`src/rtl/fifo_rd_packer.sv`:
```
// fifo_rd_packer: pops FIFO words, packs PACK of them little-endian into one valid/ready beat, with flush of partial beats
module fifo_rd_packer #(
    parameter int DATASIZE = 8,
    parameter int PACK     = 4
) (
    input  logic                     rclk,
    input  logic                     rrst_n,
    input  logic                     rempty,
    input  logic [DATASIZE-1:0]      rdata,
    output logic                     rinc,
    output logic [DATASIZE*PACK-1:0] out_data,
    output logic [PACK-1:0]          out_keep,
    output logic                     out_valid,
    input  logic                     out_ready,
    input  logic                     flush,
    output logic [15:0]              byte_cnt
);
    localparam int LW = $clog2(PACK + 1);
    logic [DATASIZE*(PACK-1)-1:0] acc;
    logic [DATASIZE*PACK-1:0]     acc_ext, beat;
    logic [PACK-1:0]              keep;
    logic [LW-1:0]                cnt, lanes;
    logic                         flush_pend, out_free, eff_flush, load;
    always_comb begin
        out_free  = !out_valid || out_ready;
        eff_flush = flush || flush_pend;
        rinc      = rrst_n && !rempty && !(flush_pend && !out_free) && (cnt < LW'(PACK - 1) || out_free);
        lanes     = cnt + LW'(rinc);
        load      = (rinc && cnt == LW'(PACK - 1)) || (eff_flush && out_free && lanes != '0);
        acc_ext   = {{DATASIZE{1'b0}}, acc};
    end
    // A full beat and a partial flush share one lane mux: filled lanes from acc, this cycle's pop at lane cnt, zeros above
    for (genvar i = 0; i < PACK; i++) begin : g_lane
        assign beat[i*DATASIZE +: DATASIZE] = (LW'(i) < cnt) ? acc_ext[i*DATASIZE +: DATASIZE] :
                                              (rinc && LW'(i) == cnt) ? rdata : '0;
        assign keep[i] = LW'(i) < lanes;
    end
    always_ff @(posedge rclk or negedge rrst_n) begin
        if (!rrst_n) begin
            acc        <= '0;
            cnt        <= '0;
            flush_pend <= 1'b0;
            byte_cnt   <= '0;
            out_data   <= '0;
            out_keep   <= '0;
            out_valid  <= 1'b0;
        end else begin
            if (rinc)
                byte_cnt <= byte_cnt + 16'd1;
            for (int i = 0; i < PACK - 1; i++)
                if (rinc && cnt == LW'(i))
                    acc[i*DATASIZE +: DATASIZE] <= rdata;
            cnt        <= load ? '0 : cnt + LW'(rinc);
            flush_pend <= eff_flush && !out_free;
            if (load) begin
                out_data  <= beat;
                out_keep  <= keep;
                out_valid <= 1'b1;
            end else if (out_ready) begin
                out_valid <= 1'b0;
            end
        end
    end
endmodule

```
`config.mk`:
```
export PLATFORM = sky130hd
export DESIGN_NAME = fifo_rd_packer
export DESIGN_NICKNAME = d
export VERILOG_FILES = /design/src/rtl/fifo_rd_packer.sv
export SDC_FILE = /design/constraint.sdc
export NUM_CORES = 1
export LEC_CHECK = 0
export BUFFER_PORTS_ARGS = -buffer_cell sky130_fd_sc_hd__buf_2
export CORE_ASPECT_RATIO = 0.75
export CORE_UTILIZATION = 50
export DETAILED_ROUTE_END_ITERATION = 10
export MAX_ROUTING_LAYER = met4
export PLACE_DENSITY = 0.76
export SLEW_MARGIN = 20
export SYNTH_ARGS = -nofsm -noshare
export SYNTH_HDL_FRONTEND = slang
export SYNTH_SLANG_ARGS = --single-unit
```
`constraint.sdc`:
```
create_clock -name rclk -period 2.8 [get_ports rclk]
set_input_delay 0.28 -clock rclk [delete_from_list [all_inputs] [get_ports rclk]]
set_output_delay 0.28 -clock rclk [all_outputs]
set_load 0.02 [all_outputs]
```
==> metrics.md, run 1 <==
| Metric | Value |
|---|---|
| Overall power consumption | `4.67 mW` |
| Clock latency at the later pin of the worst-skew pair | `roughly 350 ps` |
| CTS clk-pin slew, worst paths | `~80 ps` |
| Die area | `roughly 0.0074 sq mm` |
| Count of nets left with antenna violations after detail routing | `0` |
| Flip-flop and latch count after synthesis | `81` |
| Top cells by instance count after synthesis | `sky130_fd_sc_hd__dfrtp_1, sky130_fd_sc_hd__mux2_2, sky130_fd_sc_hd__a22o_1, sky130_fd_sc_hd__xnor2_1, sky130_fd_sc_hd__nand4_1` |
| Met1 routing resource usage after global routing | `~30%` |
| Number of hold violations in the final report | `0` |
| Final setup violating endpoints | `0` |
| Antenna violations before repair | `0` |
| TritonCTS clock tree | `built` |
| Initial detailed-routing violation count | `73` |
| Critical path startpoint | `flush_pend$_DFF_PN0_` |
| Worst-case setup margin in the final layout | `roughly 130 ps` |
| Post-route clock skew | `around 9 ps` |
| Worst Setup Slack post-DPL | `between 100 and 150 ps` |
| Die Wd | `~99 um` |
| Share of the synthesized area in the top cell type | `around 57%` |
| Worst endpoint data arrival time | `2910 ps` |
| Mean instance size in the synthesized netlist | `approximately 14 sq um` |
| Required time of the worst setup path | `between 3000 and 4000 ps` |
| Global routing met3 resource utilization | `under 10%` |
| Worst Path Max Fanout | `16` |
| Crit share post-route | `between 90% and 100%` |
| Share of cells above drive strength 1 | `around 44%` |
| Maximum number of pins on one net before global-route repair | `just over 80` |
| Congestion Overflow GR | `0` |
| Gate power share | `a little under 40%` |
| Vias post-DR | `~2300` |
| Total buffers and inverters traversed by the critical path | `1` |
| Gr busiest metal | `met1` |
| Sequential Power Share | `38.2%` |
| Count of different cell masters after synthesis | `35` |
| Top area cells in the synthesized netlist | `sky130_fd_sc_hd__dfrtp_1, sky130_fd_sc_hd__mux2_2, sky130_fd_sc_hd__a22o_1` |
| Capturing element type of the critical path | `flop` |
| # diodes | `0` |
| DRT Wirelength | `a little over 7 mm` |
| Pre-Repair DR Iteration Count | `4` |
| Final period demand of the worst path | `around 2700 ps` |
| Util after Layout | `a little over three fifths` |
| R2R setup slack | `130 ps` |
| Final Net Count | `roughly 350` |
| Class of the tightest hold or removal check | `in -> async` |
| Chip height | `about 75 um` |
| Number of remaining DRC errors | `0` |
| Number of global-route vias before repair | `between 2000 and 2500` |
| Maximum vdd drop | `between 0.0005 and 0.0006 V` |
| R2r worst-path depth | `8` |
| Rel. slew slack | `about 53%` |
| CORE AREA | `between 0.006 and 0.007 sq mm` |
| Maximum capacitance violations | `0` |
| Number of buffers inserted for hold repair after clock tree synthesis | `0` |
| Gate family responsible for the most delay along the worst path | `compound AO/OA/AOI/OAI gates` |
| RR Startpoint | `flush_pend$_DFF_PN0_` |
| Placement-stage cell area | `~0.0040 sq mm` |
| Post-synth EDFFs | `0` |
| Final instance area | `0.00431 sq mm` |
| Sequential-to-total area share from yosys stat | `a little under three fifths` |
| Detailed Place HPWL | `between 4 and 5 mm` |
| Maximum number of buffers from clock root to sink | `2` |
| Slowest-stage cell, CP | `sky130_fd_sc_hd__or3_1` |
| Worst-path cell chain | `a211o_1 > a21oi_4 > ha_1 > ha_1 > or3_1 > a21oi_4 > buf_12 > mux2_2` |
| RSZ-0062 raised after global routing | `false` |
| Total number of placement rows | `26` |
| Sink count of the clock tree | `~80` |
| Destination of the critical timing path | `out_data[4]$_DFFE_PN0P_` |
| GR Layer Usage met2 | `around 29%` |
| Peak per-stage delay on the critical path | `approximately 430 ps` |
| Clock network power share | `22.6%` |
| Clock root buffer master | `sky130_fd_sc_hd__clkbuf_8` |
| Classification of the worst setup path | `reg -> reg` |
| Synth-to-layout area growth | `21.8%` |
| Commonest register cell after synthesis | `sky130_fd_sc_hd__dfrtp_1` |
| Worst Tran Pin Value | `around 700 ps` |
| Synth Instances | `252` |
| Number of setup buffers added after CTS | `0` |
| Number of buffers inserted during clock tree synthesis | `9` |
| Run status | `finished clean` |
| Achievable clock frequency | `approximately 0.37 GHz` |
| Switching Fraction | `roughly a third` |
| Net load switching power | `1.59 mW` |
| IO Port Bufs | `66` |
| Leakage | `2.17 nW` |
| Total power per unit cell area | `around 1100 mW/mm^2` |
| Combined global-route utilization of all metal layers | `between 20% and 30%` |
| Reg-to-reg critical path endpoint | `out_data[4]$_DFFE_PN0P_` |
| Starting density of the core | `51.8%` |
| Most frequent cell after synthesis | `sky130_fd_sc_hd__dfrtp_1` |
| Global-route wire length before repair | `between 10 and 15 mm` |
| Async SR Flop Fraction | `100%` |
| CTS H-tree depth | `3` |
| Total number of cells along the worst setup path | `8` |
| Kind of launch point of the worst setup path | `flop` |
| Combined area of all synthesized cells | `0.00354 sq mm` |
| Average wire per standard cell | `~17 um` |
| Number of gates resized after CTS | `0` |
| Post-synth top area cell | `sky130_fd_sc_hd__dfrtp_1` |
| Final max-slew violation count | `0` |
| IO Count | `67` |
| Per-cell via count in the routed design | `5.53` |
| Syn_nets | `roughly 270` |
| Yosys warning count | `0` |
| Internal power | `between 3 and 4 mW` |
| Final weighted congestion of routability-driven global placement | `0.860` |
==> sequential cells by signal (all words and copies together) (netlist names) <==
| register | flops |
|---|---|
| acc | 24 |
| byte_cnt | 16 |
| cnt | 3 |
| flush_pend | 1 |
| out_data | 32 |
| out_keep | 4 |
| out_valid | 1 |
==> layout by cell type, fill, tap and decap left out, types with 2 or more instances in the layout <==
cell type / netlist / layout
sky130_fd_sc_hd__a21oi_4: 0 / 2
sky130_fd_sc_hd__buf_4: 2 / 13
sky130_fd_sc_hd__nand4_1: 8 / 8
sky130_fd_sc_hd__a211oi_2: 2 / 2
sky130_fd_sc_hd__and2_1: 5 / 5
sky130_fd_sc_hd__clkbuf_8: 0 / 11
sky130_fd_sc_hd__ha_1: 3 / 3
sky130_fd_sc_hd__or3_1: 2 / 2
sky130_fd_sc_hd__xor2_1: 3 / 3
sky130_fd_sc_hd__nor2_1: 4 / 4
sky130_fd_sc_hd__nand2b_1: 3 / 3
sky130_fd_sc_hd__dfrtp_1: 81 / 81
sky130_fd_sc_hd__nand2_1: 5 / 5
sky130_fd_sc_hd__nor2b_1: 3 / 3
sky130_fd_sc_hd__mux2_1: 4 / 4
sky130_fd_sc_hd__buf_12: 0 / 2
sky130_fd_sc_hd__nand3_1: 2 / 2
sky130_fd_sc_hd__mux2i_1: 2 / 2
sky130_fd_sc_hd__buf_2: 6 / 65
sky130_fd_sc_hd__xnor2_1: 13 / 13
sky130_fd_sc_hd__inv_1: 3 / 3
sky130_fd_sc_hd__a22o_1: 32 / 32
sky130_fd_sc_hd__or2_1: 2 / 2
sky130_fd_sc_hd__mux2_2: 46 / 46
sky130_fd_sc_hd__and4_1: 5 / 5
sky130_fd_sc_hd__bufinv_16: 0 / 3
==> final cells by class <==
cell class | instances | area, sq um
Clock buffer | 12 | 155
Clock inverter | 4 | 98.8
Fill cell | 533 | 2520
Inverter | 3 | 11.3
Multi-Input combinational cell | 156 | 1440
Sequential cell | 81 | 2030
Tap cell | 84 | 105
Timing Repair Buffer | 81 | 474
==> worst min path at each step <==
stage / startpoint / end / slack, ps / cells past startpoint
final: rrst_n / byte_cnt[11]$_DFFE_PN0N_ / 90 / 2
after global routing: rrst_n / byte_cnt[10]$_DFFE_PN0N_ / 150 / 2
after CTS: flush / flush_pend$_DFF_PN0_ / 180 / 3
after detailed placement: byte_cnt[15]$_DFFE_PN0N_ / byte_cnt[15]$_DFFE_PN0N_ / 470 / 1
after global placement: byte_cnt[15]$_DFFE_PN0N_ / byte_cnt[15]$_DFFE_PN0N_ / 450 / 1
after floorplan: rrst_n / acc[0]$_DFFE_PN0N_ / -20 / 0
==> cells by family (layout without fill, tap and decap cells) <==
group                    count (synthesis)  in the layout  share of synthesized area, %
flip-flops                              81             81                          57.3
multiplexers                            52             52                          16.5
AO/OA/AOI/OAI                           43             43                          11.4
AND/OR/NAND/NOR                         42             42                          7.11
XOR/XNOR                                16             16                          3.96
buffers and inverters                   15            100                          2.65
adder cells (fa/ha/maj)                  3              3                          1.06
==> per-layer routing <==
layer,part of all wire [%],vias to the layer above
met4,1.1,0
met2,44,63
met3,5.1,8
met1,50,1166
li1,-,1092
met5,0,-
==> worst register-to-register path, cell delays in order, from the launching register on <==
cell	delay, ps
sky130_fd_sc_hd__dfrtp_1	410
sky130_fd_sc_hd__a211o_1	340
sky130_fd_sc_hd__a21oi_4	180
sky130_fd_sc_hd__ha_1	170
sky130_fd_sc_hd__ha_1	270
sky130_fd_sc_hd__or3_1	430
sky130_fd_sc_hd__a21oi_4	230
sky130_fd_sc_hd__buf_12	190
sky130_fd_sc_hd__mux2_2	340
==> through the flow <==
step / TNS (ps) / hold slack (ps) / cells
4_1_cts: 0 / 181 / 421
3_5_place_dp: 0 / 467 / 405
5_1_grt: 0 / 151 / 421
3_3_place_gp: 0 / 454 / 405
6_report: 0 / 94.1 / 421
2_1_floorplan: -85.2 / -15.6 / 252
==> power by group through the flow <==
| stage | sequential (mW) | clock, mW | combinational [mW] |
|---|---|---|---|
| floorplan | 2.02 | 0 | 1.05 |
| global placement | 1.79 | 0 | 1.79 |
| detailed placement | 1.81 | 0 | 1.84 |
| CTS | 1.79 | 1.07 | 1.85 |
| global route | 1.84 | 1.12 | 1.97 |
| finish | 1.78 | 1.06 | 1.83 |
Note: power is estimated with default switching activity, not from simulation.
==> inputs of run 2 (changes only) <==
--- a/config.mk
+++ b/config.mk
@@ -11,6 +11,7 @@
 export DETAILED_ROUTE_END_ITERATION = 10
 export MAX_ROUTING_LAYER = met4
 export PLACE_DENSITY = 0.76
+export SKIP_CTS_REPAIR_TIMING = 1
 export SLEW_MARGIN = 20
 export SYNTH_ARGS = -nofsm -noshare
 export SYNTH_HDL_FRONTEND = slang
==> constraint.sdc (replaced) <==
create_clock -name rclk -period 2.4 [get_ports rclk]
set_input_delay 0.24 -clock rclk [delete_from_list [all_inputs] [get_ports rclk]]
set_output_delay 0.24 -clock rclk [all_outputs]
set_load 0.02 [all_outputs]
==> run 2 against run 1 <==
  * The run now ends with negative setup slack left
  * Utilization increased by 2.3 points
  * Die area unchanged
  * Global-route usage decreased by 0.15 points
  * Clock skew increased by 0.80 ps
  * First-iteration DRC count increased by 19%
  * Clock power decreased by 6%
  * Hold slack improved by 59 ps
  * Critical path depth increased by 1
  * Largest power group unchanged
  * Largest cell class unchanged
  * Via count increased by 3.4%
==> metrics.md, run 2 (synthesis gave the netlist of run 1 again) <==
| Metric | Value |
|---|---|
| Flip-flop and latch area | `0.00203 sq mm (about the same)` |
| Number of global-route vias before repair | `2229 (+0.22%)` |
| Class of the tightest hold or removal check | `in -> reg` |
| Average wire per standard cell | `17.0 um (+1.2%)` |
| Worst-case setup margin in the final layout | `-135 ps (-260 ps)` |
| Clock latency at the later pin of the worst-skew pair | `350 ps (about the same)` |
| CORE AREA | `0.00683 sq mm (unchanged)` |
| Hold slack | `153 ps (+58.6 ps)` |
| Run status | `finished with violations` |
| Internal power | `3.60 mW (+17%)` |
| Violations in the final reports | `negative setup slack` |
| Detailed Place HPWL | `4.87 mm (-0.48%)` |
| IO Port Bufs | `66 (unchanged)` |
| Chip height | `74.8 um (unchanged)` |
| Capturing element type of the critical path | `flop` |
| Final instance area | `0.00446 sq mm (+3.6%)` |
| Antenna violations before repair | `0 (unchanged)` |
| Combined global-route utilization of all metal layers | `21.0% (-0.15 points)` |
| Synth-to-layout area growth | `26.2%` |
| Maximum number of buffers from clock root to sink | `2 (unchanged)` |
| Final period demand of the worst path | `2530 ps (-140 ps)` |
| Gate family responsible for the most delay along the worst path | `compound AO/OA/AOI/OAI gates` |
| Worst Path Max Fanout | `9 (-7)` |
| Commonest cells after routing, fill and taps aside | `sky130_fd_sc_hd__dfrtp_1, sky130_fd_sc_hd__buf_2, sky130_fd_sc_hd__mux2_2, sky130_fd_sc_hd__a22o_1, sky130_fd_sc_hd__buf_4` |
| Sink count of the clock tree | `81 (unchanged)` |
| Leakage | `2.26 nW (+4.1%)` |
| Commonest non-fill, non-tap cell in the layout | `sky130_fd_sc_hd__dfrtp_1` |
| Clock root buffer master | `sky130_fd_sc_hd__clkbuf_8` |
| Placement-stage cell area | `0.00410 sq mm (+1.3%)` |
| Biggest regs | `out_data: 32 flops, acc: 24 flops, byte_cnt: 16 flops` |
| Worst Tran Pin Value | `783 ps (+80.9 ps)` |
| Number of hold violations in the final report | `0 (unchanged)` |
| # diodes | `0 (unchanged)` |
| Congestion Overflow GR | `0 (unchanged)` |
| Per-cell via count in the routed design | `5.52 (-0.17%)` |
| Final weighted congestion of routability-driven global placement | `0.807 (-6.1%)` |
| Number of fill cells in the layout | `518 (-2.8%)` |
| Kind of launch point of the worst setup path | `flop` |
| RSZ-0062 raised after global routing | `true` |
| Die area | `0.00742 sq mm (unchanged)` |
| Achievable clock frequency | `0.395 GHz (+5.5%)` |
| IO Count | `67 (unchanged)` |
| Vias post-DR | `2408 (+3.4%)` |
| Die Wd | `99.1 um (unchanged)` |
| Starting density of the core | `51.8% (unchanged)` |
| Peak per-stage delay on the critical path | `400 ps (-30 ps)` |
| CTS H-tree depth | `3 (unchanged)` |
| Count of nets left with antenna violations after detail routing | `0 (unchanged)` |
| Switching Fraction | `35.2% (+1.1 points)` |
| Worst endpoint data arrival time | `2770 ps (-140 ps)` |
| Number of buffers inserted during clock tree synthesis | `9 (unchanged)` |
| Total buffers and inverters traversed by the critical path | `2 (+1)` |
| Pre-Repair DR Iteration Count | `4 (unchanged)` |
| Required time of the worst setup path | `2630 ps (-400 ps)` |
| Maximum capacitance violations | `0 (unchanged)` |
| Final max-slew violation count | `0 (unchanged)` |
| Classification of the worst setup path | `reg -> reg` |
| Number of remaining DRC errors | `0 (unchanged)` |
| DRT Wirelength | `7.41 mm (+4.8%)` |
| Rel. slew slack | `47.8% (-5.4 points)` |
| Area occupied by multi-input gates | `0.00150 sq mm (+4.2%)` |
| Total number of placement rows | `26 (unchanged)` |
| Slowest-stage cell, CP | `sky130_fd_sc_hd__dfrtp_1` |
| Clock network power share | `18.0% (-4.6 points)` |
| Share of cells above drive strength 1 | `47.7% (+3.8 points)` |
| Register ranked first by flip-flop count | `out_data` |
| Final Net Count | `363 (+4.3%)` |
| TritonCTS clock tree | `built` |
| Post-route clock skew | `9.86 ps (+0.796 ps)` |
| Total power per unit cell area | `1240 mW/mm^2 (+15%)` |
| Global-route wire length before repair | `11.4 mm (+0.49%)` |
| Gate power share | `44.5% (+5.4 points)` |
| Crit share post-route | `106% (+10 points)` |
| Initial detailed-routing violation count | `87 (+19%)` |
| Worst-path cell chain | `a211o_1 > a21oi_4 > ha_4 > ha_4 > or3_4 > a21oi_4 > buf_6 > buf_6 > mux2_2` |
| Final setup violating endpoints | `32 (+32)` |
| CTS clk-pin slew, worst paths | `80 ps (about the same)` |
| Maximum vdd drop | `0.000712 V (+25%)` |
| Net load switching power | `1.95 mW (+23%)` |
| Flip-flop count of the largest register after layout | `32 (unchanged)` |
| Sequential Power Share | `37.5% (-0.7 points)` |
| Maximum number of pins on one net before global-route repair | `65 (-21%)` |
## run 2: cell types whose count changed in the layout (fill, tap and decap cells not counted), moves of 2 or more
cell	change
sky130_fd_sc_hd__buf_6	+2
sky130_fd_sc_hd__ha_1	-2
sky130_fd_sc_hd__mux2_4	+8
sky130_fd_sc_hd__mux2_2	-7
sky130_fd_sc_hd__buf_4	+11
sky130_fd_sc_hd__clkinv_2	+2
sky130_fd_sc_hd__bufinv_16	-2
sky130_fd_sc_hd__ha_4	+2
sky130_fd_sc_hd__clkbuf_16	+2
## run 2: worst paths after layout
kind                                             to  slack [ps]  depth (start not counted)                      from
max                        out_data[11]$_DFFE_PN0P_        -130                          9      flush_pend$_DFF_PN0_
min                            flush_pend$_DFF_PN0_         150                          3                     flush
max reg2reg                out_data[11]$_DFFE_PN0P_        -130                          9      flush_pend$_DFF_PN0_
min reg2reg                byte_cnt[15]$_DFFE_PN0N_         470                          1  byte_cnt[15]$_DFFE_PN0N_
max in group asynchronous     out_valid$_DFFE_PN0P_         890                          4                    rrst_n
min in group asynchronous  out_data[22]$_DFFE_PN0P_         410                          3                    rrst_n
## run 2: per-layer routing
metal	GRT usage, %	wire, um	vias to the layer above
met1	28.6	3540	1212
met2	31.5	3420	62
met4	5.56	96	0
met3	5.66	353	11
met5	-	0	-
li1	-	-	1123
## run 2: area by class of cell
cell class / count / share of cell area, %
clock inverters: 6 / 1.49
flip-flops and latches: 81 / 45.4
inverters: 3 / 0.252
well taps: 84 / 2.35
multi-input cells: 156 / 33.5
repair buffers: 96 / 13.9
clock buffers: 10 / 3.08
## run 2: power groups by stage
stage	Sequential [mW]	Combinational, mW	Clock, mW
global placement	2.08	2.13	0
CTS	2.08	2.18	1.02
floorplan	2.37	1.29	0
global route	2.15	2.66	1.08
detailed placement	2.10	2.18	0
finish	2.08	2.47	1.00
## run 2: metrics by stage
stage / power (mW) / util [%] / TNS (ps) / std cells / worst slack (ps)
floorplan: 3.65 / - / -11990 / 252 / -364
global placement: 4.21 / 60.0 / -1420 / 411 / -63.4
detailed placement: 4.28 / 60.0 / -2790 / 411 / -127
CTS: 5.28 / 63.0 / -3370 / 427 / -153
global route: 5.90 / 65.3 / -4950 / 436 / -198
finish: 5.55 / 65.3 / -2870 / 436 / -135
## run 2: worst register-to-register path, cell delays in order, from the launching register on
cell                      delay, ps
sky130_fd_sc_hd__dfrtp_1        400
sky130_fd_sc_hd__a211o_1        340
sky130_fd_sc_hd__a21oi_4        190
sky130_fd_sc_hd__ha_4           150
sky130_fd_sc_hd__ha_4           190
sky130_fd_sc_hd__or3_4          370
sky130_fd_sc_hd__a21oi_4        150
sky130_fd_sc_hd__buf_6          160
sky130_fd_sc_hd__buf_6          140
sky130_fd_sc_hd__mux2_2         330
